==> src/rtl/a_rf_operand_sequencer.sv <==
// a_rf_operand_sequencer: shift-loaded operand register file with cascade tap and autonomous multiplier-operand sequencer
module a_rf_operand_sequencer #(
    parameter int DATA_W = 30,
    parameter int MULT_W = 27,
    parameter int DEPTH  = 8,
    parameter int AW     = $clog2(DEPTH)
) (
    input  logic                clk,
    input  logic                RST,
    input  logic [DATA_W-1:0]   A,
    input  logic [DATA_W-1:0]   ACIN,
    input  logic                load_valid,
    output logic                load_ready,
    input  logic                clear,
    input  logic                INMODEA,
    input  logic                seq_start,
    input  logic                seq_stop,
    input  logic [AW:0]         seq_len,
    output logic                seq_busy,
    output logic                seq_err,
    output logic [AW:0]         fill_level,
    input  logic [AW-1:0]       ACOUT_addr,
    output logic [DATA_W-1:0]   ACOUT,
    output logic                out_valid,
    input  logic                out_ready,
    output logic [DATA_W-1:0]   X_MUX,
    output logic [2*MULT_W-1:0] A_MULT,
    input  logic                configuration_input,
    input  logic                configuration_enable,
    output logic                configuration_output
);
    typedef enum logic {IDLE, RUN} state_t;
    localparam logic [AW:0] FULL = (AW+1)'(DEPTH);
    state_t state, state_n;
    logic [DATA_W-1:0] rf [DEPTH];
    logic a_input, dual, rpt;
    logic [AW:0] ptr, ptr_n, ptr_step;
    logic [AW-1:0] pa, pb;
    logic issue, err_n, start_ok, load;

    assign seq_busy = state == RUN;
    assign load_ready = !seq_busy;
    assign load = load_valid && load_ready && !clear;
    assign configuration_output = rpt;
    assign ACOUT = rf[ACOUT_addr];
    assign pa = ptr[AW-1:0];
    assign pb = pa + AW'(1);
    assign ptr_step = ptr + (dual ? (AW+1)'(2) : (AW+1)'(1));
    assign start_ok = seq_len != '0 && seq_len <= fill_level && !(dual && seq_len[0]);

    always_ff @(posedge clk or posedge RST) begin
        if (RST) begin
            for (int i = 0; i < DEPTH; i++) rf[i] <= '0;
            fill_level <= '0;
            {a_input, dual, rpt} <= '0;
        end else begin
            if (clear && !seq_busy) begin
                for (int i = 0; i < DEPTH; i++) rf[i] <= '0;
                fill_level <= '0;
            end else if (load) begin
                rf[0] <= a_input ? ACIN : A;
                for (int i = 1; i < DEPTH; i++) rf[i] <= rf[i-1];
                fill_level <= fill_level == FULL ? FULL : fill_level + 1'b1;
            end
            if (configuration_enable && !seq_busy) {a_input, dual, rpt} <= {configuration_input, a_input, dual};
        end
    end

    always_comb begin
        state_n = state;
        ptr_n = ptr;
        issue = 1'b0;
        err_n = 1'b0;
        if (state == IDLE) begin
            if (seq_start) begin
                state_n = start_ok ? RUN : IDLE;
                ptr_n = start_ok ? '0 : ptr;
                err_n = !start_ok;
            end
        end else if (seq_stop) begin
            state_n = IDLE;
        end else if (!out_valid || out_ready) begin
            issue = 1'b1;
            ptr_n = ptr_step >= seq_len ? '0 : ptr_step;
            state_n = ptr_step >= seq_len && !rpt ? IDLE : RUN;
        end
    end

    always_ff @(posedge clk or posedge RST) begin
        if (RST) begin
            state <= IDLE;
            ptr <= '0;
            seq_err <= 1'b0;
            out_valid <= 1'b0;
            X_MUX <= '0;
            A_MULT <= '0;
        end else begin
            state <= state_n;
            ptr <= ptr_n;
            seq_err <= err_n;
            out_valid <= issue || (out_valid && !out_ready);
            if (issue) begin
                X_MUX <= rf[pa];
                A_MULT <= {dual ? rf[pb][MULT_W-1:0] : {MULT_W{1'b0}}, rf[pa][MULT_W-1:0] & {MULT_W{INMODEA}}};
            end
        end
    end
endmodule

==> config.mk <==
export PLATFORM = sky130hd
export DESIGN_NAME = a_rf_operand_sequencer
export DESIGN_NICKNAME = d
export VERILOG_FILES = /design/src/rtl/a_rf_operand_sequencer.sv
export SDC_FILE = /design/constraint.sdc
export NUM_CORES = 1
export LEC_CHECK = 0
export CAP_MARGIN = 20
export CELL_PAD_IN_SITES_DETAIL_PLACEMENT = 1
export CELL_PAD_IN_SITES_GLOBAL_PLACEMENT = 1
export CORE_MARGIN = 4
export CORE_UTILIZATION = 47
export DETAILED_ROUTE_END_ITERATION = 8
export GPL_TIMING_DRIVEN = 0
export PLACE_DENSITY = 0.92
export SETUP_SLACK_MARGIN = 0.02
export SLEW_MARGIN = 20
export SYNTH_ARGS = -nofsm -noshare
export SYNTH_HDL_FRONTEND = slang
export SYNTH_SLANG_ARGS = --single-unit
==> constraint.sdc <==
create_clock -name clk -period 14.12 [get_ports clk]
set_clock_uncertainty 0.1 [all_clocks]
set_input_delay 2.824 -clock clk [delete_from_list [all_inputs] [get_ports clk]]
set_output_delay 2.824 -clock clk [all_outputs]
set_load 0.01 [all_outputs]
==> Word-level counts from Yosys, hierarchy flattened <==
Index checks and enable logic that the tools add are counted.
{ "totals": {"regBits": 338, "in_bits": 77, "out_inout_bits": 123, "wordCells": 90} }
{ "op_classes": {"n_addsub": 3, "magnitude_cmp": 5, "eq_ne": 3, "muxes": 34, "n_bitwise": 4, "n_reduce_logical": 23} }
{ "op_table": {"columns": ["cell", "count"], "rows": [
  ["240-bit 2-to-1 mux", 2],
  ["30-bit binary-select mux with 3-bit select", 3],
  ["30-bit 2-to-1 mux", 5],
  ["27-bit 2-to-1 mux", 3],
  ["4-bit 2-to-1 mux", 9],
  ["27-bit bitwise AND", 1],
  ["4-bit >= comparator, second input constant", 3],
  ["3-bit NOT with 4-bit output", 3],
  ["1-bit 2-to-1 mux", 11],
  ["1-bit logical AND", 9],
  ["1-bit logical NOT", 7],
  ["2-bit nonzero test", 3],
  ["4-bit by 1-bit adder with 4-bit output, second input constant", 1],
  ["4-bit by 2-bit adder with 4-bit output", 1],
  ["4-bit equality test, second input constant", 1],
  ["4-bit >= comparator", 1],
  ["4-bit less-or-equal comparator", 1],
  ["4-bit AND reduction", 1],
  ["4-bit nonzero test", 1],
  ["3-bit by 1-bit adder with 3-bit output, second input constant", 1],
  ["1-bit logical OR", 2],
  ["2-bit 2-to-1 mux", 1],
  ["2-bit by 1-bit != test with 1-bit output, second input constant", 1],
  ["2-bit != test, second input constant", 1]
]} }

==> Logic depth before layout (Yosys ltp) <==
Gate-level depths: netlist (run 1).
{ "depth": {"ltp_word": 8, "depth_mapped": 10, "mapped_depth_nobuf": 10} }

==> Worst setup path after synthesis (run 1) <==
Ideal clock, no wire load.
{ "synth_path": {"kind": "input -> output", "from": "in ACOUT_addr[0]", "to": "out ACOUT[0]", "t_arrival_ps": 4087, "required_time_ps": 11196, "path_slack_ps": 7109, "path_stages": 4, "path_buffers": 2, "cell_sequence": "clkbuf_1 buf_2 mux4_2 mux2_2"} }
{ "synth_between": {"elab_chain_cells": 4} }
{ "synth_rtl": {"columns": ["element", "line_no", "source"], "rows": [
  ["from (decl)", "22", "input logic [AW-1:0] ACOUT_addr,"],
  ["3-bit NOT with 4-bit output (implied by the code)", "45", "assign ACOUT = rf[ACOUT_addr];"],
  ["30-bit binary-select mux with 3-bit select", "45", null],
  ["30-bit 2-to-1 mux (implied by the code) (2 in series)", "45", null],
  ["to (decl)", "23", "output logic [DATA_W-1:0] ACOUT,"]
]} }
No other way between the ends. The select of a mux whose other input is x is not followed.

==> Worst setup path after layout (run 1) <==
{ "layout_path": {"from": "in ACOUT_addr[1]", "to": "out ACOUT[17]"} }
The elaborated chain is that of the path after synthesis.

==> reports/results.ini, run 1 <==
[hold_path]
hold_path_depth=2
hp-class=register to register
min-delay-start=X_MUX[10]
hold_end=X_MUX[10]

[setup_path]
cp-start-kind=input pin
cp_slowest_cell=clkbuf_1
cp_common_cell=clkbuf_1
r2r_end=A_MULT[53]
crit_path_end_kind=primary output
worst_r2r_path_depth=7
reg2reg_slack_ns=10.90
worst-path-max-fanout=10
cp.required_ns=11.20
r2r_start=ptr[0]
crit_chain=clkbuf_1 > clkbuf_1 > mux4_2 > mux2_2 > clkdlybuf4s50_1
slowest_delay_ns=0.77
arrival_ns=5.22
worstSetupPathType=input pin to primary output

[power]
total_power_uw=3890
power.density_nw_per_um2=179
power_leakage_uw=0.00917
vdd_drop_max_mv=0.0888

[finish]
n_fill_cell=3531
multi_input_area_um2=8530
final_util_pct=58.9
seq_area_um2=8460
area.growth.synth_to_final_pct=23.1
final_area_um2=21700
layout-drive-gt1-share_pct=22.6
mostFrequentLayoutCells=dfrtp_1, a22o_1, clkdlybuf4s50_1, mux4_2, nand2_1
layout_commonest_cell=dfrtp_1
diodes=0
nets=1606

[clock_tree]
postCtsSetupBuffers=0
cts_buffers=37
clock_latency_ns=0.55
post_cts_resize_count=0
cts_root_buf=clkbuf_16
clock_tree.buffer_depth=3
clock_sinks=338
path_clk_slew_ns=0.06
cts_hold_buf=0
htreeDepth=2
cts_tree=yes

[logic_synthesis]
synth_edf_count=0
synth_nets=1368
synth_seq_cells=338
ys.flop_type=dfrtp_1
synthArstFlopShare_pct=100
syn_area_um2=17700
syn_area_per_cell_um2=13.8
ys_warn_count=0
ys_types=36
synth_cells=1277
seq_area_frac_synth_pct=47.9

[die]
core_um2=36900
ioPinCount=200
die_width_um=202
start_util_pct=47.9
die_y_um=202
dieArea_um2=40700
fp-row-count=70

[global_route]
grt_pass1_vias=16000
grt-busiest-layer=met2
overflow=0
grt_util_met2_pct=53.1
grt_pass1_wl_um=107000
grtUsageMet1_pct=41.9
grt_use_met3_pct=12.0
track_usage_pct=34.4
antenna_found_initial=2
grt_max_degree=103

[routing]
avgViaCountPerCell=7.22
wire_per_inst_um=34.8
detail-route-antenna-nets=0
drc=0
drt-total-wl_um=71200
via_count=14800
firstDrtPassIters=7
first_iter_violations=2072

[timing]
slew_viol_final=0
fin_ws_ns=5.98
min_period_ns=8.14
rsz0062_at_grt=no
whs_ns=0.381
setup_violations=0
tightest_slew_ns=1.03
period_share_pct=57.6
maxSlewHeadroom_pct=31.0
hold_violations=0
fmax_mhz=123

[placed_design]
port-buffer-count=196
postPlaceCellArea_um2=20300
place_ws_ns=6.10
dp_hpwl_um=45300
gp_congestion=0.917

[flow_run]
maxCapViolCount=0

[status]
status=finished clean

## cells by family (layout without fill, tap and decap cells)
logic type | after synthesis | after routing | synth area share [%]
compound gates | 348 | 348 | 14.6
xor+xnor | 2 | 2 | 0.206
fa+ha+maj | 14 | 14 | 1.03
buf+inv | 136 | 401 | 3.78
flops | 338 | 338 | 47.9
mux | 293 | 293 | 29.2
simple gates | 146 | 146 | 3.32
## critical path: cells and delay by family
kind	cells	cell delay (ns)
buf+inv	3	1.58
mux	2	0.79
## how the worst max path moves through the flow
stage | from | to | slack (ns) | cells after the start
detailed placement | ACOUT_addr[1] | ACOUT[9] | 6.10 | 5
floorplan | RST | A_MULT[0] | 1.83 | 1
global route | ACOUT_addr[1] | ACOUT[17] | 6.00 | 5
finish | ACOUT_addr[1] | ACOUT[17] | 5.98 | 5
CTS | ACOUT_addr[1] | ACOUT[17] | 6.04 | 5
global placement | RST | rf[172] | -1.97 | 2
## routing by layer
layer  up-vias  routed length [um]
li1       5489                   -
met1      7521               24400
met2      1324               33100
met3       420                8470
met4         8                5240
met5         -                  49
## where the power goes
group / switching [uW] / internal, uW
sequential: 146 / 1100
combinational: 899 / 611
clock: 433 / 695
## cells in the mapped netlist, types with 2 or more instances
master	count	share of area [%]
nand3_1	4	0.11
dfrtp_1	338	48
a22o_1	215	11
mux2_2	32	2.0
buf_6	6	0.38
ha_1	13	0.92
inv_1	11	0.23
buf_2	54	1.5
mux4_2	174	22
o21ai_1	118	3.3
nand2b_1	6	0.21
o21ai_0	2	0.057
nand2_1	125	2.7
nor2b_1	2	0.071
a21oi_1	5	0.14
mux2i_1	87	4.9
a21o_1	2	0.085
nor2_1	4	0.085
buf_1	6	0.13
buf_4	12	0.51
clkbuf_1	46	0.98
## registers in the layout, indices dropped and copies added, names as in the netlist
name and cells:
ptr 4, X_MUX 30, dual 1, seq_err 1, out_valid 1, configuration_output 1
fill_level 4, A_MULT 54, seq_busy 1, rf 240, a_input 1
## cell type report
type	count	share of cell area, %
clock buffers	46	4.84
multi-input cells	803	39.3
inverters	12	0.242
plain buffers	124	2.87
flip-flops and latches	338	38.9
well taps	504	2.90
clock inverters	20	1.56
repair buffers	199	9.41
## metrics by stage
step                setup TNS [ns]  std cells
CTS                              0       2046
global route                     0       2046
detailed placement               0       1980
finish                           0       2046
floorplan                        0       1277
global placement           -654.96       1977
(Power assumes the default switching activity.)
==> run 2, diff against run 1 <==
CORE_UTILIZATION = 43   (was 47)
PLACE_DENSITY = 0.89   (was 0.92)
clock period = 7 ns   (was 14.12 ns; I/O delays follow)
==> run 2 against run 1 <==
Compared with the run above:
- register-to-register slack worse by 6.8 ns
- total power up 94%
- hold slack better by 0.0035 ns
- first-iteration DRC count down 10%
- via count down 1.7%
- final cell count up 1.2%
- sequential share of layout area up 0.13 points
- clock power up 75%
- critical path type unchanged
- largest cell class unchanged
==> reports/results.ini, run 2 (synthesis results as in run 1) <==
[global_route]
grt_use_met3_pct=8.36  ; was 12.0%
grt-busiest-layer=met2  ; unchanged
grtUsageMet1_pct=38.0  ; was 41.9%
antenna_found_initial=1  ; was 2
grt_pass1_vias=15800  ; was 16,000
grt_max_degree=36  ; was 103
track_usage_pct=30.8  ; was 34.4%
grt_util_met2_pct=49.5  ; was 53.1%
overflow=0  ; unchanged
grt_pass1_wl_um=103000  ; was 107,000 um

[routing]
drc=0  ; unchanged
avgViaCountPerCell=7.01  ; was 7.22
via_count=14500  ; was 14,800
wire_per_inst_um=33.4  ; was 34.8 um
first_iter_violations=1861  ; was 2,072
detail-route-antenna-nets=0  ; unchanged
drt-total-wl_um=69300  ; was 71,200 um
firstDrtPassIters=5  ; was 7

[finish]
diodes=0  ; unchanged
nets=1614  ; was 1,606
mostFrequentLayoutCells=dfrtp_1, a22o_1, clkdlybuf4s50_1, mux4_2, nand2_1  ; unchanged
regMostFlops=rf  ; unchanged
reg_top3=rf: 240 flops, A_MULT: 54 flops, X_MUX: 30 flops  ; unchanged
layout_commonest_cell=dfrtp_1  ; unchanged
area.growth.synth_to_final_pct=22.7  ; was 23.1%
largest_reg_flops=240  ; unchanged
layout-drive-gt1-share_pct=22.2  ; was 22.6%

[clock_tree]
postCtsSetupBuffers=0  ; unchanged
htreeDepth=2  ; unchanged
cts_root_buf=clkbuf_16  ; unchanged
cts_buffers=37  ; unchanged
path_clk_slew_ns=0.05  ; was 0.06 ns
cts_tree=yes  ; unchanged
clock_tree.buffer_depth=3  ; unchanged
cts_hold_buf=0  ; unchanged
clock_latency_ns=0.54  ; was 0.55 ns
post_cts_resize_count=0  ; unchanged
clock_sinks=338  ; unchanged

[power]
power_leakage_uw=0.00911  ; was 0.00917 uW
p_seq_share_pct=33.4  ; was 32.2%
pwr-share-comb_pct=40.3  ; was 38.8%
vdd_drop_max_mv=0.147  ; was 0.0888 mV
cellInternalPower_uw=4610  ; was 2410 uW
p_clk_share_pct=26.3  ; was 29.0%
total_power_uw=7530  ; was 3890 uW
swShare_pct=38.8  ; was 38.0%
power.density_nw_per_um2=348  ; was 179 nW/um^2
p_sw_uw=2920  ; was 1480 uW

[die]
dieArea_um2=44400  ; was 40,700 um^2
fp-row-count=73  ; was 70
ioPinCount=200  ; unchanged
die_width_um=211  ; was 202 um
core_um2=40200  ; was 36,900 um^2
start_util_pct=43.9  ; was 47.9%
die_y_um=211  ; was 202 um

[setup_path]
cp.required_ns=5.50  ; was 11.20 ns
cp-start-kind=input pin  ; unchanged
crit_path_end_kind=primary output  ; unchanged
reg2reg_slack_ns=4.14  ; was 10.90 ns
worst_r2r_path_depth=7  ; unchanged
worstSetupPathType=input pin to primary output  ; unchanged
r2r_end=A_MULT[27]  ; was A_MULT[53]
arrival_ns=3.84  ; was 5.22 ns
worst-path-max-fanout=10  ; unchanged
r2r_start=ptr[1]  ; was ptr[0]

[placed_design]
gp_congestion=0.922  ; was 0.917
port-buffer-count=196  ; unchanged
dp_hpwl_um=45300  ; about the same

[timing]
tightest_slew_ns=1.06  ; was 1.03 ns
fmax_mhz=187
slew_viol_final=0  ; unchanged
fin_setup_tns_ns=0  ; unchanged
min_period_ns=5.34
setup_violations=0  ; unchanged
period_share_pct=76.3
maxSlewHeadroom_pct=29.5  ; was 31.0%
hold_violations=0  ; unchanged
rsz0062_at_grt=no  ; unchanged
whs_ns=0.385  ; was 0.381 ns

[status]
status=finished clean  ; unchanged

[flow_run]
maxCapViolCount=0  ; unchanged

[hold_path]
hold_path_depth=2  ; unchanged
hp-class=register to register  ; unchanged
hold_end=X_MUX[9]  ; was X_MUX[10]
min-delay-start=X_MUX[9]  ; was X_MUX[10]

[run 2: cell types whose count changed in the layout (fill, tap and decap cells not counted), sizes merged]
cell / before / now
buf: 81 / 89
clkbuf: 92 / 100
bufinv: 9 / 3
clkinv: 9 / 4
inv: 13 / 11
clkinvlp: 1 / 2
[run 2: worst max-delay path by stage]
stage / from / to / slack (ns) / cells after the start
6_report: ACOUT_addr[1] / ACOUT[16] / 1.66 / 5
5_1_grt: ACOUT_addr[1] / ACOUT[9] / 1.70 / 5
4_1_cts: ACOUT_addr[1] / ACOUT[16] / 1.74 / 5
3_5_place_dp: ACOUT_addr[1] / ACOUT[17] / 1.79 / 5
3_3_place_gp: RST / rf[229] / -1.25 / 2
2_1_floorplan: RST / A_MULT[0] / 0.98 / 1
[run 2: final cells by class]
class	instances	area, um^2
Buffer	124	623
Tap cell	525	657
Multi-Input combinational cell	803	8530
Clock inverter	8	121
Timing Repair Buffer	207	2180
Sequential cell	338	8460
Fill cell	3957	18500
Clock buffer	54	1040
Inverter	12	48.8
[run 2: power by group through the flow]
stage	Clock [uW]	Combinational (uW)	Sequential, uW
final	1980	3040	2510
after CTS	1970	3000	2500
after detailed placement	0	2950	2530
after global placement	0	2820	2500
after global routing	2070	3150	2540
after floorplan	0	1610	2520
[run 2: metal layers]
metal | routed length [um] | vias to the layer above
li1 | - | 5500
met1 | 24300 | 7481
met2 | 33000 | 1210
met3 | 7450 | 325
met4 | 4460 | 2
met5 | 13 | -
[run 2: critical path, cell delays in order]
cell and delay, ns:
clkbuf_1 0.35, clkbuf_1 0.84, mux4_2 0.45, mux2_2 0.30
clkdlybuf4s50_1 0.50
[run 2: per-stage QoR]
stage,setup WS (ns),instances,util [%],area [um^2]
finish,1.66,2071,53.9,21700
global route,1.70,2071,53.9,21700
CTS,1.74,2071,53.9,21700
detailed placement,1.79,2009,51.0,20500
global placement,-1.25,1998,50.5,20300
floorplan,0.981,1277,-,17700
==> RTL edit (settings of run 2) <==
Set the parameter `DEPTH` to 16 (it was 8).
--- a/src/rtl/a_rf_operand_sequencer.sv
+++ b/src/rtl/a_rf_operand_sequencer.sv
@@ -2,7 +2,7 @@
 module a_rf_operand_sequencer #(
     parameter int DATA_W = 30,
     parameter int MULT_W = 27,
-    parameter int DEPTH  = 8,
+    parameter int DEPTH  = 16,
     parameter int AW     = $clog2(DEPTH)
 ) (
     input  logic                clk,
Interface: changed (resized ACOUT_addr, fill_level and seq_len); port bits go from 200 to 203. The function was not compared with the original's and may differ.
==> RTL edit against run 2 <==
- sequential cell count is 242 higher
- synthesized area is 80% higher
- final area is 73% higher
- worst setup slack worse by 0.54 ns
- via count is 87% higher
- total power is 58% higher
- synthesized cell count is 67% higher
- routed wire length is 110% higher
- critical path type unchanged
- critical endpoint is now ACOUT[6]
- largest cell class unchanged
- largest power group unchanged
==> RTL edit: results (changes against run 2) <==
worst_setup_path:
  crit_arrival_ns: 4.38  # +0.54 ns
  r2r_start: "ptr[2]$_DFFE_PP0P_"
  crit_slowest_cell: "mux4_2"
  slowest_delay_ns: 0.56  # -0.28 ns
  r2r_cells: 12  # +5
  cp_max_fo: 10  # unchanged
  ff2ff_setup_slack_ns: 2.47  # -1.67 ns
  endpoint: "ACOUT[6]"
  r2r_end: "ptr[2]$_DFFE_PP0P_"
placed_design:
  port_buffers: 198  # +1.0%
  dpl_cell_area_um2: 35300  # +72%
  place_congestion: 1.02  # +10%
  hpwlAfterDp_um: 96100  # +110%
  dpl.cell_count: 3312  # +65%
  dp_slack_ns: 1.29  # -0.506 ns
detailed_routing:
  wl_met1_um: 44700  # +84%
  wl_met2_um: 62500  # +89%
  vias_per_cell: 7.90  # +13%
  dr_wl_met3_um: 22200  # +200%
  drt_iter0_markers: 4720  # +150%
  drtPass1Iterations: 9  # +4
  totalWireLength_um: 143000  # +110%
global_routing:
  grt_first_pass_wirelength_um: 206000  # +100%
  grt_start_max_net_pins: 36  # unchanged
  grt_pass1_vias: 28500  # +80%
  grt_use_met2: 0.538  # +0.0426
  grt_usage: 0.362  # +0.0539
  met3_usage: 0.163  # +0.0789
  use_met1: 0.413  # +0.0331
  antenna_found_initial: 11  # +10
power:
  ir_worst_vdd_mv: 0.249  # +69%
  p_leak_nw: 15.7  # +72%
  internal_power_mw: 7.10  # +54%
hold_path:
  min_path_cells: 2  # unchanged
  hp-start: "A_MULT[30]$_DFFE_PP0P_"
  hold_class: "reg2reg"
  holdPathEnd: "A_MULT[30]$_DFFE_PP0P_"
run_status:
  status: "finished clean"
clock_network:
  cts_root_buf: "clkbuf_16"
  insertion_delay_ns: 0.65  # +0.11 ns
  cts_made_buffers: 60  # +62%
  clk_pin_slew_ns: 0.06
synthesis:
  yosysSeqAreaShare: 0.458  # -0.0213
  synth_nets: 2229  # +63%
  synth_area_leaders: "dfrtp_1 (46%), mux4_2 (26%), a22o_1 (13%)"
  ys_types: 48  # +33%
  synth_async_sr_flop_share: 1.00  # unchanged
  syn_inst: 2134  # +67%
  synth_common_cells: "dfrtp_1 (580), a22o_1 (478), mux4_2 (364)"
sta:
  whs_ns: 0.405  # +0.0202 ns
  slew-limit-headroom: 0.133  # -0.163
  post-route-period-util: 0.840  # +0.0770
cells_and_area:
  drive_gt1_frac: 0.246  # +0.0242
  top_regs: "rf x480, A_MULT x54, X_MUX x30"
  nNetsFinal: 2510  # +56%
  layoutNonFillerInstCount: 3433  # +66%
## RTL edit: cell type report
class	instances	area [um^2]
flip-flops and latches	580	14500
fillers	7054	35700
multi-input cells	1305	16000
clock inverters	24	307
clock buffers	86	1700
diodes	11	27.5
well taps	959	1200
plain buffers	229	1120
inverters	20	78.8
repair buffers	219	2420
## RTL edit: power groups by stage
stage	combinational, mW	clock, mW	sequential [mW]
5_1_grt	4.61	3.55	3.88
3_3_place_gp	4.20	0	3.87
6_report	4.62	3.41	3.85
3_5_place_dp	4.35	0	3.90
2_1_floorplan	2.31	0	3.89
4_1_cts	4.39	3.38	3.84
## RTL edit: logic make-up after synthesis
family,Yosys count,synth area share
AOI/OAI and AO/OA,607,0.159
xor gates and xnor gates,5,0.00197
adders and majority gates,16,0.00655
buffers and inverters,249,0.0373
DFF,580,0.458
muxes,513,0.315
and+or+nand+nor,164,0.0226
## RTL edit: worst max-delay path, delay by kind of cell
| kind | cells | cell delay, ns |
|---|---|---|
| buf+inv | 4 | 1.96 |
| mux | 2 | 0.99 |
